**src/rtl/mma_tile_scheduler.sv**
```systemverilog
// Tile scheduler for a tiled GEMM D = A*B + C on a single MMA unit.
// Walks output tiles (m, n) with K-steps innermost and keeps exactly one MMA op in flight.
module mma_tile_scheduler #(
    parameter int CNT_W = 8,
    parameter int MODE  = 2
) (
    input  logic             clk_i,
    input  logic             rst_i,
    input  logic             start_i,
    input  logic [CNT_W-1:0] m_tiles_i,
    input  logic [CNT_W-1:0] n_tiles_i,
    input  logic [CNT_W-1:0] k_tiles_i,
    input  logic [3:0]       bit_size_a_i,
    input  logic [3:0]       bit_size_b_i,
    input  logic [1:0]       halved_prec_i,
    output logic             busy_o,
    output logic             done_o,
    output logic             err_o,
    output logic [CNT_W-1:0] op_m_o,
    output logic [CNT_W-1:0] op_n_o,
    output logic [CNT_W-1:0] op_k_o,
    output logic             acc_sel_o,
    output logic             mma_valid_o,
    input  logic             mma_ready_i,
    input  logic             mma_valid_i,
    output logic             mma_ready_o,
    output logic [3:0]       bit_size_a_o,
    output logic [3:0]       bit_size_b_o,
    output logic [1:0]       halved_prec_o,
    output logic             wb_valid_o,
    input  logic             wb_ready_i,
    output logic             wb_last_o
);

    typedef enum logic [1:0] {
        S_IDLE,
        S_ISSUE,
        S_WAIT,
        S_DONE
    } state_e;

    localparam logic [CNT_W-1:0] ONE = CNT_W'(1);

    state_e           state_q, state_d;
    logic [CNT_W-1:0] m_tiles_q, m_tiles_d;
    logic [CNT_W-1:0] n_tiles_q, n_tiles_d;
    logic [CNT_W-1:0] k_tiles_q, k_tiles_d;
    logic [CNT_W-1:0] m_q, m_d;
    logic [CNT_W-1:0] n_q, n_d;
    logic [CNT_W-1:0] k_q, k_d;
    logic [3:0]       bsa_q, bsa_d;
    logic [3:0]       bsb_q, bsb_d;
    logic [1:0]       hp_q, hp_d;
    logic             err_q, err_d;

    logic cfg_bad;
    logic cnt_zero;
    logic last_k;
    logic last_m;
    logic last_n;

    assign cfg_bad  = (MODE == 2) &&
                      ((bit_size_a_i == 4'd0) || (bit_size_a_i > 4'd7) ||
                       (bit_size_b_i == 4'd0) || (bit_size_b_i > 4'd7));
    assign cnt_zero = (m_tiles_i == '0) || (n_tiles_i == '0) || (k_tiles_i == '0);

    // Latched counts are nonzero whenever ISSUE/WAIT is reachable, so "-1" cannot wrap there.
    assign last_k = (k_q == k_tiles_q - ONE);
    assign last_m = (m_q == m_tiles_q - ONE);
    assign last_n = (n_q == n_tiles_q - ONE);

    // NOTE: state registers use non-blocking assignments so every flop samples pre-edge values.
    always_ff @(posedge clk_i or posedge rst_i) begin
        if (rst_i) begin
            state_q   <= S_IDLE;
            m_tiles_q <= '0;
            n_tiles_q <= '0;
            k_tiles_q <= '0;
            m_q       <= '0;
            n_q       <= '0;
            k_q       <= '0;
            bsa_q     <= '0;
            bsb_q     <= '0;
            hp_q      <= '0;
            err_q     <= 1'b0;
        end else begin
            state_q   <= state_d;
            m_tiles_q <= m_tiles_d;
            n_tiles_q <= n_tiles_d;
            k_tiles_q <= k_tiles_d;
            m_q       <= m_d;
            n_q       <= n_d;
            k_q       <= k_d;
            bsa_q     <= bsa_d;
            bsb_q     <= bsb_d;
            hp_q      <= hp_d;
            err_q     <= err_d;
        end
    end

    // NOTE: every signal written here gets a default first, so no path can infer a latch.
    always_comb begin
        state_d     = state_q;
        m_tiles_d   = m_tiles_q;
        n_tiles_d   = n_tiles_q;
        k_tiles_d   = k_tiles_q;
        m_d         = m_q;
        n_d         = n_q;
        k_d         = k_q;
        bsa_d       = bsa_q;
        bsb_d       = bsb_q;
        hp_d        = hp_q;
        err_d       = 1'b0;
        mma_valid_o = 1'b0;
        mma_ready_o = 1'b0;
        wb_valid_o  = 1'b0;
        wb_last_o   = 1'b0;

        unique case (state_q)
            S_IDLE: begin
                if (start_i) begin
                    m_tiles_d = m_tiles_i;
                    n_tiles_d = n_tiles_i;
                    k_tiles_d = k_tiles_i;
                    bsa_d     = bit_size_a_i;
                    bsb_d     = bit_size_b_i;
                    hp_d      = halved_prec_i;
                    m_d       = '0;
                    n_d       = '0;
                    k_d       = '0;
                    if (cfg_bad) begin
                        err_d = 1'b1;
                    end else if (cnt_zero) begin
                        state_d = S_DONE;
                    end else begin
                        state_d = S_ISSUE;
                    end
                end
            end

            S_ISSUE: begin
                mma_valid_o = 1'b1;
                if (mma_ready_i) begin
                    state_d = S_WAIT;
                end
            end

            S_WAIT: begin
                if (!last_k) begin
                    mma_ready_o = 1'b1;
                    if (mma_valid_i) begin
                        k_d     = k_q + ONE;
                        state_d = S_ISSUE;
                    end
                end else begin
                    // Final K-step: the MMA output bus goes straight to writeback, no local copy.
                    wb_valid_o  = mma_valid_i;
                    mma_ready_o = wb_ready_i;
                    wb_last_o   = mma_valid_i && last_m && last_n;
                    if (mma_valid_i && wb_ready_i) begin
                        k_d     = '0;
                        state_d = S_ISSUE;
                        if (last_n) begin
                            n_d = '0;
                            if (last_m) begin
                                m_d     = '0;
                                state_d = S_DONE;
                            end else begin
                                m_d = m_q + ONE;
                            end
                        end else begin
                            n_d = n_q + ONE;
                        end
                    end
                end
            end

            S_DONE: begin
                state_d = S_IDLE;
            end

            default: begin
                state_d = S_IDLE;
            end
        endcase
    end

    assign busy_o        = (state_q != S_IDLE);
    assign done_o        = (state_q == S_DONE);
    assign err_o         = err_q;
    assign op_m_o        = m_q;
    assign op_n_o        = n_q;
    assign op_k_o        = k_q;
    assign acc_sel_o     = (k_q != '0);
    assign bit_size_a_o  = (MODE == 2) ? bsa_q : 4'd0;
    assign bit_size_b_o  = (MODE == 2) ? bsb_q : 4'd0;
    assign halved_prec_o = (MODE == 1) ? hp_q : 2'd0;

endmodule
```
**config.mk**
```make
export PLATFORM = sky130hd
export DESIGN_NAME = mma_tile_scheduler
export DESIGN_NICKNAME = d
export VERILOG_FILES = /design/src/rtl/mma_tile_scheduler.sv
export SDC_FILE = /design/constraint.sdc
export NUM_CORES = 1
export LEC_CHECK = 0
export CAP_MARGIN = 20
export CORE_MARGIN = 4
export CORE_UTILIZATION = 30
export CTS_CLUSTER_DIAMETER = 60
export DETAILED_ROUTE_END_ITERATION = 6
export REMOVE_ABC_BUFFERS = 1
export SETUP_SLACK_MARGIN = 0.2
export SYNTH_ARGS = -nofsm -noshare
export SYNTH_HDL_FRONTEND = slang
export SYNTH_SLANG_ARGS = --single-unit
```
**constraint.sdc**
```tcl
create_clock -name clk_i -period 7.7 [get_ports clk_i]
set_clock_uncertainty 0.1 [all_clocks]
set_input_delay 0.77 -clock clk_i [delete_from_list [all_inputs] [get_ports clk_i]]
set_output_delay 0.77 -clock clk_i [all_outputs]
set_load 0.01 [all_outputs]
```
Yosys cells after proc, flatten, opt, wreduce, memory -nomap -nowiden
Cells that the tools add are included.
Cells by class
  muxes and demuxes: 34
  reduce and logical (&&, ||, !) cells: 22
  order comparisons: 2
  equal/unequal tests: 14
  $add $sub $neg: 6
Operators by type and width (count)
  two-way mux 8 bit: 11
  one-hot mux 8 bit (2 select lines): 3
  adder 8 x 1 -> 8 bit, second input constant: 3
  == test 8 bit: 3
  logical NOT 8 bit: 3
  subtractor 8 x 1 -> 8 bit, second input constant: 3
  two-way mux 2 bit: 9
  != test 2 bit, second input constant: 6
  two-way mux 1 bit: 10
  AND reduction 5 bit: 2
  > comparator 4 x 3 -> 1 bit, second input constant: 2
  logical NOT 4 bit: 2
  one-hot mux 2 bit (4 select lines): 1
  AND reduction 4 bit: 2
  nonzero test 8 bit: 1
  != test 3 bit, second input constant: 2
  logical OR 1 bit: 5
  == test 2 bit, second input constant: 2
  nonzero test 2 bit: 2
  logical AND 1 bit: 3
  == test 2 x 1 -> 1 bit, second input constant: 1
  logical NOT 2 bit: 1
  AND reduction 2 bit: 1
Storage, ports and cells
  output and inout port bits: 42
  register bits after elaboration: 59

Longest topological paths before layout
  depth after elaboration: 7
  gate-level depth with buffers: 11

Worst setup path after synthesis
No wires, ideal clock.
  path type: register -> output
  start point: register k_tiles_q[0]
  end point: output port wb_last_o
  setup slack: 4794 ps
  data required time: 6830 ps
  cell stages (with the launch flop): 9
  arrival: 2036 ps
  path buffers: 0
  cell sequence: dfrtp_1 inv_1 ha_1 nor3b_2 nand2_1 nor4_1 nor2_2 a2111o_1 nor3_1
Between the ends
  longest elaborated chain between the ends: 4
RTL lines
  start: declaration: RTL line 47  | logic [CNT_W-1:0] k_tiles_q, k_tiles_d;
  start signal: assignment: RTL line 90  | k_tiles_q <= k_tiles_d;
  subtractor 8 x 1 -> 8 bit: RTL line 68  | assign last_k = (k_q == k_tiles_q - ONE);
  == test 8 bit: RTL line 68
  two-way mux 1 bit: RTL line 149  | if (!last_k) begin
  two-way mux 1 bit: RTL line 119  | unique case (state_q)
  end: declaration: RTL line 32  | output logic wb_last_o
No other way between the ends.

Worst setup path in the final report
Ends and elaborated chain as after synthesis.

==> results.txt <==
* Final Wtd Congestion: 0.806
- Share of layout cells above drive strength 1: 0.127
* Number of enable-type register cells in the synthesized netlist: 0
- Clock-pin slew reported for the worst setup and hold paths after clock tree synthesis: 50 ps
- After detailed placement, the design holds a cell count of 597.
- Of the total power, combinational logic draws 0.398.
* I/O pin cnt: 82
* Non-filler instance count after layout: 613
* Cts-stage hold buffer count: 0
- Synth top cells by count: 59 x dfrtp_1, 33 x o21ai_0, 32 x nand2_1, 27 x mux2_2, 20 x nor2_1
- Ranked by total cell area, the synthesized netlist is headed by dfrtp_1 40%, mux2_2 8.3%, o21ai_0 4.5%, xor2_1 4.1%, xnor2_1 3.4%.
- Post-CTS timing repair inserted 0 buffers for setup.
- From synthesis to final layout, the design area changed by 34.2%.
- Remaining antenna violation count: 0
- Of the total power, registers draw 0.320.
- Sum of net half-perimeters after detailed placement: 7140 um
- After detailed routing, the number of remaining DRC violations is 0.
* Startpoint class of the critical path: flop
* Routed via count divided by cell count: 5.23
- Diode count: 0
- The total count of max-transition violations in the final report is 0.
- The clock net in this run drives a total of 59 sinks.
- Slew at the pin closest to its max-slew limit: 924 ps
* Final Hold Violating Endpoints: 0
- The biggest area contributor in the post-synthesis netlist is dfrtp_1.
* Share of power burned in the clock network: 0.283
- R2r startpoint: k_tiles_q[0]$_DFFE_PP0P_
* R2R depth: 9
- Post-synth cell types: 58
- Summing all multi-input logic gate instances after layout gives 0.00203 mm2.
- The die covers 0.0140 mm2.
* Number of synthesized register bits: 59
- Later-pin clock latency in the skew report: 330 ps
- Of the total power, the share spent switching nets is 0.359.
* Worst ir drop on vdd: 107 uV
* Average cell area after synthesis: 9.48 um2
- Proportion of synthesized flip-flops having asynchronous set or reset: 1.00
* Required arrival time at the worst endpoint: 6830 ps
- Of the available clock period, the critical path in the final layout requires 0.521.
* Number of global-route vias before repair: 3328
* Summed instance area of the synthesized netlist: 0.00365 mm2
- P_sw: 0.594 mW
- The internal power of the cells totals 1.06 mW.
* Maximum number of pins on one net before global-route repair: 60
- Setup-violating endpoint count in the final report: 0
* Run status: finished clean
- Critical hold path startpoint: bit_size_b_o[0]$_DFFE_PP0P_
- Post-synthesis sequential area ratio: 0.405
- The clock passes through at most 2 buffers.
- HP Class: flop to flop
* Minimum setup slack after placement: 4040 ps
* Antenna violations before repair: 0
* Std-Cell Rows: 40
- Across the run, the number of max-cap violations was 0.
* Endpoint arrival time on the critical path: 3140 ps
- The initial utilization of the core area, before any placement, comes to 0.305.
* Post-route setup TNS: 0 ps
* Clk root buf: clkbuf_16
- Dividing the detail-routed wire length by the instance count gives 15.7 um.
* Total power: 1.66 mW
- After detailed routing, the total wire length is 9650 um.
- Wire length of the first global-routing pass: 16500 um
- Along the worst hold path, the cell count comes to 1.
- The pre-antenna-repair detailed-routing pass consisted of 4 iterations.
- For this run, the top clock speed supported by timing is 249 MHz.
- Die X: 118 um
- Headroom to the max-slew limit came out at 0.381.
* Critical setup path kind: flop to primary output
- For this design the ratio of total power to cell area is 338 mW/mm2.
* Cell count after synthesis: 385
- For this run, the number of Yosys warnings is 0.
* Final setup margin: 3690 ps
- Dominant register cell in the synthesized netlist: dfrtp_1
- Port buffering added 77 buffers.
- After global routing the overflow that remains totals 0.
- The worst register-to-register path ends at op_m_o[1]$_DFFE_PP0P_.
* Footprint of the flip-flops and latches: 0.00148 mm2
- Number of buffers created by CTS: 9
* Height of the die: 118 um
- CTS tree: yes
- Category of the worst setup path capture point: primary output
- Number of DRC violations after detailed-routing iteration 0: 155
* R2r setup slk: 4760 ps
- Vias: 3207
- Setup repair after global routing left no endpoint under its margin.
- Endpoint of the worst hold path: bit_size_b_o[0]$_DFFE_PP0P_
* Total routing usage reported by global routing: 0.146
- Among all cell types in the netlist, the one instantiated most often is dfrtp_1.
- In the final design database the tool counted 508 nets.
- In this run, post-CTS repair resized a total of 0 instances.
* Placeable core area: 0.0120 mm2
- In this run the static leakage power is 1.95 nW.
* Final worst path period need: 4010 ps
* Share of Yosys cell area claimed by the top area cell type: 0.405
- Critical-path maximum fanout: 7
- In this run the number of H-tree levels came out at 3.
- The layout has 1175 filler cells.
layout by cell type (no fill, tap or decap), types with 3 or more instances in the layout:
master and instances:
inv_1 18, buf_4 3, mux2_2 27, xor2_1 17, and4_1 3, nand4_1 3, o31a_1 3, or2_2 4
xnor2_1 14, or3_1 3, nor3_1 9, nand2_1 32, nor2_1 20, nand2b_1 7, clkbuf_16 9, and3_1 6
nor4_1 16, o31ai_1 8, a311oi_1 3, o21ai_0 33, ha_1 7, a21oi_1 8, or4_1 5, bufinv_16 3
dfrtp_1 59, nand3_1 17, nor3b_1 4, nor2b_1 6, clkdlybuf4s50_1 77
power groups by stage:
| stage | combinational, mW | clock (mW) | sequential [mW] |
|---|---|---|---|
| floorplan | 0.444 | 0 | 0.516 |
| global placement | 0.645 | 0 | 0.529 |
| detailed placement | 0.663 | 0 | 0.533 |
| CTS | 0.668 | 0.477 | 0.529 |
| global route | 0.732 | 0.492 | 0.550 |
| finish | 0.659 | 0.468 | 0.529 |
through the flow:
stage | utilization | hold WS (ps) | cell area (um2)
2_1_floorplan | - | 401 | 3580
3_3_place_gp | 0.381 | 387 | 4550
3_5_place_dp | 0.381 | 394 | 4550
4_1_cts | 0.409 | 406 | 4900
5_1_grt | 0.409 | 411 | 4900
6_report | 0.409 | 401 | 4900
worst max path at each step:
| stage | end | from | depth (start not counted) |
|---|---|---|---|
| 2_1_floorplan | wb_last_o | k_tiles_q[0]$_DFFE_PP0P_ | 8 |
| 3_3_place_gp | wb_last_o | k_tiles_q[0]$_DFFE_PP0P_ | 9 |
| 3_5_place_dp | wb_last_o | k_tiles_q[0]$_DFFE_PP0P_ | 9 |
| 4_1_cts | wb_last_o | k_tiles_q[0]$_DFFE_PP0P_ | 9 |
| 5_1_grt | wb_last_o | k_tiles_q[0]$_DFFE_PP0P_ | 9 |
| 6_report | wb_last_o | k_tiles_q[0]$_DFFE_PP0P_ | 9 |
layer usage:
metal / GRT usage / share of wire
met1: 0.182 / 0.45
met2: 0.238 / 0.49
met3: 0.0340 / 0.048
met4: 0.0696 / 0.017
met5: 0 / 0
cell families (layout without fill, tap and decap cells):
group                    Yosys count  in the layout  synth area share
buffers and inverters             35            115            0.0404
AND/OR/NAND/NOR                  148            148             0.225
XOR/XNOR                          31             31            0.0744
AO/OA/AOI/OAI                     76             76             0.145
flip-flops                        59             59             0.405
adder cells (fa/ha/maj)            7              7            0.0240
other                              1              2           0.00103
multiplexers                      28             28            0.0860
cell type report:
| cell class | instances | area share |
|---|---|---|
| multi-input cells | 292 | 0.414 |
| clock inverters | 5 | 0.0204 |
| well taps | 147 | 0.0376 |
| clock buffers | 11 | 0.0496 |
| inverters | 19 | 0.0146 |
| flip-flops and latches | 59 | 0.301 |
| repair buffers | 80 | 0.162 |
state kept, by name, indices dropped and copies added (netlist names):
register,count
op_k_o,8
n_tiles_q,8
m_tiles_q,8
state_q,2
op_m_o,8
bit_size_a_o,4
bit_size_b_o,4
op_n_o,8
k_tiles_q,8
err_o,1
critical path: stages, from the launching register on:
cell and delay [ps]:
dfrtp_1 420, inv_1 90, ha_1 170, nor3b_2 270, nand2_1 80, nor4_1 340
nor2_2 170, a2111o_1 420, nor3_1 270, clkdlybuf4s50_1 590
Power figures use the tool's default switching activity.
